$ cat src/rtl/decode_issue_ctrl.sv
// Decode-stage sequencer: 2-entry skid buffer between fetch and EX, with head-opcode
// classification for the immediate extender and a saturating illegal-opcode counter.
module decode_issue_ctrl #(
  parameter int XLEN      = 32,
  parameter int ILL_CNT_W = 8
) (
  input  logic                 clk,
  input  logic                 rst,
  input  logic                 flush,
  input  logic                 instr_valid,
  input  logic [XLEN-1:0]      instr,
  input  logic [XLEN-1:0]      pc,
  output logic                 instr_ready,
  output logic                 dec_valid,
  input  logic                 dec_ready,
  output logic [XLEN-1:0]      InstrD,
  output logic [XLEN-1:0]      PCD,
  output logic [24:0]          Imm,
  output logic [2:0]           ImmSrcD,
  output logic                 illegal,
  output logic [ILL_CNT_W-1:0] ill_cnt
);

  // state | meaning
  // EMPTY | no buffered instruction
  // ONE   | head entry valid
  // FULL  | head and skid entries valid, fetch stalled
  typedef enum logic [1:0] {
    EMPTY = 2'd0,
    ONE   = 2'd1,
    FULL  = 2'd2
  } occ_t;

  occ_t            state, state_next;
  logic            ready_q;
  logic [XLEN-1:0] head_instr, head_pc, skid_instr, skid_pc;
  logic            head_load, head_from_skid, skid_load;
  logic            accept, issue;
  logic [2:0]      src_raw;
  logic            ill_raw;

  assign accept    = instr_valid & ready_q;
  assign dec_valid = (state != EMPTY);
  assign issue     = dec_valid & dec_ready;

  always_comb begin
    state_next     = state;
    head_load      = 1'b0;
    head_from_skid = 1'b0;
    skid_load      = 1'b0;
    case (state)
      EMPTY: begin
        if (accept) begin
          state_next = ONE;
          head_load  = 1'b1;
        end
      end
      ONE: begin
        if (accept && !issue) begin
          state_next = FULL;
          skid_load  = 1'b1;
        end else if (accept && issue) begin
          head_load = 1'b1;
        end else if (issue) begin
          state_next = EMPTY;
        end
      end
      FULL: begin
        if (issue) begin
          state_next     = ONE;
          head_load      = 1'b1;
          head_from_skid = 1'b1;
        end
      end
      default: state_next = EMPTY;
    endcase
    // Redirect discards everything, including an instruction accepted this cycle.
    if (flush) begin
      state_next     = EMPTY;
      head_load      = 1'b0;
      head_from_skid = 1'b0;
      skid_load      = 1'b0;
    end
  end

  always_ff @(posedge clk) begin
    if (rst) begin
      state      <= EMPTY;
      ready_q    <= 1'b1;
      head_instr <= '0;
      head_pc    <= '0;
      skid_instr <= '0;
      skid_pc    <= '0;
      ill_cnt    <= '0;
    end else begin
      state   <= state_next;
      ready_q <= (state_next != FULL);
      if (head_load) begin
        head_instr <= head_from_skid ? skid_instr : instr;
        head_pc    <= head_from_skid ? skid_pc    : pc;
      end
      if (skid_load) begin
        skid_instr <= instr;
        skid_pc    <= pc;
      end
      if (issue && illegal && (ill_cnt != '1))
        ill_cnt <= ill_cnt + ILL_CNT_W'(1);
    end
  end

  always_comb begin
    src_raw = 3'b111;
    ill_raw = 1'b0;
    case (head_instr[6:0])
      7'b0010011, 7'b0000011, 7'b1100111: src_raw = 3'b000;
      7'b0100011:                         src_raw = 3'b001;
      7'b1100011:                         src_raw = 3'b010;
      7'b1101111:                         src_raw = 3'b011;
      7'b0110111, 7'b0010111:             src_raw = 3'b100;
      7'b0110011, 7'b1110011, 7'b0001111: src_raw = 3'b111;
      default:                            ill_raw = 1'b1;
    endcase
  end

  assign instr_ready = ready_q;
  assign InstrD      = head_instr;
  assign PCD         = head_pc;
  assign Imm         = head_instr[31:7];
  assign ImmSrcD     = dec_valid ? src_raw : 3'b111;
  assign illegal     = dec_valid & ill_raw;

endmodule

$ cat config.mk
export PLATFORM = sky130hd
export DESIGN_NAME = decode_issue_ctrl
export DESIGN_NICKNAME = d
export VERILOG_FILES = /design/src/rtl/decode_issue_ctrl.sv
export SDC_FILE = /design/constraint.sdc
export NUM_CORES = 1
export LEC_CHECK = 0
export CORE_ASPECT_RATIO = 1.2
export CORE_MARGIN = 3
export CORE_UTILIZATION = 44
export CTS_BUF_LIST = sky130_fd_sc_hd__clkbuf_2 sky130_fd_sc_hd__clkbuf_4 sky130_fd_sc_hd__clkbuf_8
export CTS_CLUSTER_SIZE = 14
export DETAILED_ROUTE_END_ITERATION = 16
export PLACE_DENSITY = 0.82
export SLEW_MARGIN = 20
export SYNTH_ARGS = -nofsm -noshare
export SYNTH_HDL_FRONTEND = slang
export SYNTH_SLANG_ARGS = --single-unit
$ cat constraint.sdc
create_clock -name clk -period 2 [get_ports clk]
set_input_delay 0.5 -clock clk [delete_from_list [all_inputs] [get_ports clk]]
set_output_delay 0.5 -clock clk [all_outputs]
set_load 0.005 [all_outputs]
=== Yosys cells after proc, flatten, opt, wreduce, memory -nomap -nowiden ===
Index checks and enable logic that the tools add are counted.

* Bits in registers: 139

* Equality and inequality tests: 15
* Mux-type cells: 23
* $add $sub $neg: 1
* Reductions and logical operators: 10
* Bitwise operators: 3

{| class="wikitable"
|+ Operators with widths
! cell !! count
|-
| $mux W32 || 2
|-
| $eq A7 B7 Y1 const B || 4
|-
| $eq A7 B6 Y1 const B || 3
|-
| $pmux W3 S5 || 1
|-
| $eq A7 B5 Y1 const B || 2
|-
| $mux W2 || 6
|-
| $mux W1 || 11
|-
| $reduce_or A11 Y1 || 1
|-
| $add A8 B1 Y8 const B || 1
|-
| $ne A8 B8 Y1 const B || 1
|-
| $eq A7 B2 Y1 const B || 1
|-
| $eq A7 B4 Y1 const B || 1
|-
| $pmux W2 S3 || 1
|-
| $logic_and A1 B1 Y1 || 4
|-
| $and A1 B1 Y1 || 3
|-
| $mux W3 || 1
|-
| $pmux W1 S3 || 1
|-
| $reduce_or A3 Y1 || 1
|-
| $eq A2 B1 Y1 const B || 1
|-
| $eq A2 B2 Y1 const B || 1
|-
| $logic_not A2 Y1 || 1
|-
| $ne A2 B2 Y1 const B || 1
|-
| $reduce_bool A2 Y1 || 1
|-
| $reduce_or A2 Y1 || 1
|-
| $logic_not A1 Y1 || 1
|}

=== Longest topological paths before layout ===
* Word-level depth: 8
* Depth in mapped cells: 8
* Depth with buffers taken out: 6

=== Worst setup path after synthesis ===
OpenSTA, ideal clock, no wires.

* Kind: flip-flop to flip-flop
* Start point: register ill_cnt[0]
* End point: register ill_cnt[7]
* Setup slack: -20 ps
* Path buffers: 1
* Stages on the path, launching flop included: 7
* Clock period less this slack: 2020 ps
* Arrival time: 1899 ps
* Cells stage by stage: dfxtp_1 -> ha_1 -> and4_4 -> or4_4 -> buf_6 -> nor3_1 -> mux2_2

* Word-level cells in the longest chain between the ends: 2
* Elaborated cells between the ends (all ways): 3

{| class="wikitable"
|+ Ends and longest elaborated chain
! what !! RTL line !! RTL
|-
| from (decl) || 21 || <nowiki>output logic [ILL_CNT_W-1:0] ill_cnt</nowiki>
|-
| from (signal assigned) || 107 || <nowiki>ill_cnt <= ill_cnt + ILL_CNT_W'(1);</nowiki>
|-
| branches (longest 2 deep; another with $add A8 B1 Y8) || -- ||
|}

Parallel ways; which one is timed is not known.
A chain may end at the register's enable or synchronous reset.

=== Worst setup path after layout ===
* Start point: register head_instr[5] (netlist: InstrD[5])
* End point: register ill_cnt[4]

* Word-level cells in the longest chain between the ends: 6
* Elaborated cells between the ends (all ways): 16

{| class="wikitable"
|+ Ends and longest elaborated chain
! what !! RTL line !! RTL
|-
| from (decl) || 36 || <nowiki>logic [XLEN-1:0] head_instr, head_pc, skid_instr, skid_pc;</nowiki>
|-
| from (signal assigned) || 99 || <nowiki>head_instr <= head_from_skid ? skid_instr : instr;</nowiki>
|-
| $eq A7 B6 Y1 (tied with other cells) || 114 || <nowiki>case (head_instr[6:0])</nowiki>
|-
| $reduce_or A11 Y1 (no source line) (*) || -- ||
|-
| $mux W1 (*) || 114 ||
|-
| $and A1 B1 Y1 (*) || 130 || <nowiki>assign illegal = dec_valid & ill_raw;</nowiki>
|-
| $logic_and A1 B1 Y1 (*) (2 in a row) || 106 || <nowiki>if (issue && illegal && (ill_cnt != '1))</nowiki>
|}

Every way passes the cells marked *; elsewhere a longest branch is shown, timed or not.

==> metrics <==
Final Hold Fails 0; PnR Total Power 6.28 mW; sw power 1.50 mW; violated checks setup timing; Yosys warnings 0; Starting DRT DRC Count 223; die area 14900 um2; pwr dens 729 nW/um2; Sequential Power Share 46.9%; Antenna Nets Post-Route 0; fin worst setup slack -0.0963 ns; dominant cells by area after synthesis dfxtp_1 (47%), mux2i_1 (11%), nand2_1 (8.6%); worst rel slew slack 75.4%; Worst Tran Pin Value 0.369 ns; DRC violations left 0; Num CTS Buffers 17; largest net degree at the start of global routing 45; commonest non-fill, non-tap cell in the layout clkdlybuf4s50_1; Worst Hold Depth 2; grt total ovfl 0; FF-to-FF End ill_cnt[4]$_SDFFE_PP0P_; switch share 23.9%; Synth area leader dfxtp_1; worst min-delay path startpoint rst; CP arrival 2.46 ns; Critical Path, Cell by Cell nor2b_4 -> buf_6 -> and4b_4 -> or4_4 -> or4_4 -> a21oi_2; f_max 0.477 GHz; number of detailed-route iterations in the first pass 5; Synth async-reset ratio 0%; Peak VDD IR 388 uV; most common flop cell mapped by yosys dfxtp_1; crit end category flip-flop; CP Class reg2reg; Startpoint Class flip-flop; Antenna Cells 0; first-pass GRT wire length 24600 um; Initial Util 46.0%; crit share post-route 105%; Layout Skew 0.0115 ns; Worst EP required 2.36 ns; register area share after synthesis 46.9%; Critical-path top delay cell or4_4; Yosys reg bits 139; CTS tree yes; CTS Sinks 139; Ports 172; Post-synth EDFFs 0; # fillers 1059; Post-Syn Area 5930 um2; post-route setup TNS -0.570 ns; Die X-Extent 112 um; Nets 926; placed cells 994; P_leak 2.99 nW; Finished Layout Cells 1032; DR vias/cell 5.17; GRT Overall Usage 20.2%; clock power share 39.3%; Crit path largest cell delay 0.62 ns; count of input and output buffers 171; Int Pwr 4.78 mW; max-slew violations 0; Skew-Pair Late Insertion Delay 0.43 ns; Worst Hold End skid_pc[8]$_SDFFE_PP0P_; Post-Syn Area per Cell 8.67 um2; CTS max path bufs 2; GP Congestion 0.805; Synth Instances 684; vias in the first global route 4958; Reg2Reg Depth 6; maxcap violations 0; reg2reg setup slack -0.1 ns; core area 12900 um2; Root Buffer clkbuf_8; fin area 8620 um2; WL/cell 15.1 um; status finished, violations left; Distinct cells, synth 42; DR vias 5335; Post-Place Setup Slack -0.457 ns; share of cells above drive strength 1 15.6%; most frequent cells in the layout clkdlybuf4s50_1 (160), nand2_1 (135), dfxtp_1 (132); post-route minimum period 2.10 ns; reg-to-reg critical path startpoint InstrD[5]$_SDFFE_PP0P_; Min-Delay Path Class in2reg; Crit Path Max Fanout 8; Logic pwr share 13.8%; H-tree levels 4; share of the synthesized area in the top cell type 46.9%; RSZ-0062 raised after global routing true; routed wire length 15600 um; Die H 133 um; DP HPWL 10400 um; initial antenna violation count 0; Area Overhead vs Synth 45.4%; Syn Nets 754; clk slew on worst S/H paths 0.08 ns; Worst path most repeated cell or4_4; placed cell areas 7940 um2; Setup Viol. Count Final 8; std cell rows 45
[power by group through the flow]
stage / logic (mW) / registers (mW) / clock network [mW]
after detailed placement: 0.817 / 3.01 / 0
after global placement: 0.804 / 3.01 / 0
final: 0.865 / 2.95 / 2.47
after global routing: 0.935 / 2.96 / 2.64
after floorplan: 0.337 / 3.01 / 0
after CTS: 0.847 / 2.95 / 2.52
[stage by stage]
| step | util, % | hold slack, ns |
|---|---|---|
| 5_1_grt | 66.9 | 0.430 |
| 4_1_cts | 65.7 | 0.419 |
| 3_3_place_gp | 61.6 | 0.441 |
| 2_1_floorplan | - | 0.436 |
| 3_5_place_dp | 61.6 | 0.447 |
| 6_report | 66.9 | 0.445 |
[cells in the mapped netlist (2+ instances only)]
library cell / instances
a211oi_1: 64
a21oi_1: 71
and4_1: 2
buf_1: 2
buf_2: 17
buf_4: 25
buf_6: 3
clkbuf_1: 30
dfxtp_1: 139
inv_1: 3
mux2_2: 2
mux2i_1: 66
nand2_1: 136
nand2b_1: 3
nand3_1: 3
nor2_1: 71
nor2b_1: 6
nor3_1: 4
nor4_2: 2
o21ai_0: 5
o31ai_1: 5
or3_1: 2
or4_1: 4
[critical path: cells and delay by family (launching register included)]
family                 cells  cell delay (ns)
AND/OR/NAND/NOR            4             1.46
flip-flops                 1             0.33
AO/OA/AOI/OAI              1             0.15
buffers and inverters      1             0.10
[how the worst max path moves through the flow]
| stage | start | end | slack [ns] |
|---|---|---|---|
| after floorplan | InstrD[2]$_SDFFE_PP0P_ | ill_cnt[7]$_SDFFE_PP0P_ | 0.02 |
| after global placement | dec_ready | InstrD[24]$_SDFFE_PP0P_ | -0.36 |
| after detailed placement | dec_ready | InstrD[24]$_SDFFE_PP0P_ | -0.46 |
| after CTS | InstrD[2]$_SDFFE_PP0P_ | ImmSrcD[0] | -0.12 |
| after global routing | InstrD[6]$_SDFFE_PP0P_ | illegal | -0.18 |
| final | InstrD[5]$_SDFFE_PP0P_ | ill_cnt[4]$_SDFFE_PP0P_ | -0.1 |
[registers in the layout (all words and copies together), names as in the netlist]
register,count
skid_instr,32
ill_cnt,8
state,2
skid_pc,32
instr_ready,1
InstrD,32
PCD,32
[layer usage]
metal | part of all wire [%] | track usage [%]
met3 | 5.2 | 5.04
met2 | 52 | 35.7
met5 | 0 | 0
met1 | 41 | 23.8
met4 | 2.0 | 6.88
[kinds of logic (layout without fill, tap and decap cells)]
group / Yosys count / after routing / synth area share [%]
and+or+nand+nor: 247 / 247 / 18.1
AOI/OAI and AO/OA: 146 / 146 / 15.3
DFF: 139 / 139 / 46.9
buffers and inverters: 81 / 265 / 7.61
muxes: 69 / 69 / 11.7
adders and majority gates: 1 / 1 / 0.211
xor gates and xnor gates: 1 / 1 / 0.148
[final cells by class]
class	instances	area, um2	area share [%]
Clock buffer	20	256	2.97
Clock inverter	11	171	1.99
Inverter	3	11.3	0.131
Multi-Input combinational cell	464	2880	33.4
Sequential cell	139	2800	32.5
Tap cell	164	205	2.38
Timing Repair Buffer	231	2300	26.7
[repair_timing]
action,in CTS,in global routing
hold buffers,0,0
setup buffers,4,1
pin swaps,6,10
resized for setup,42,28
gates cloned,1,1
setup endpoints to repair,14,62
(Power assumes the default switching activity.)
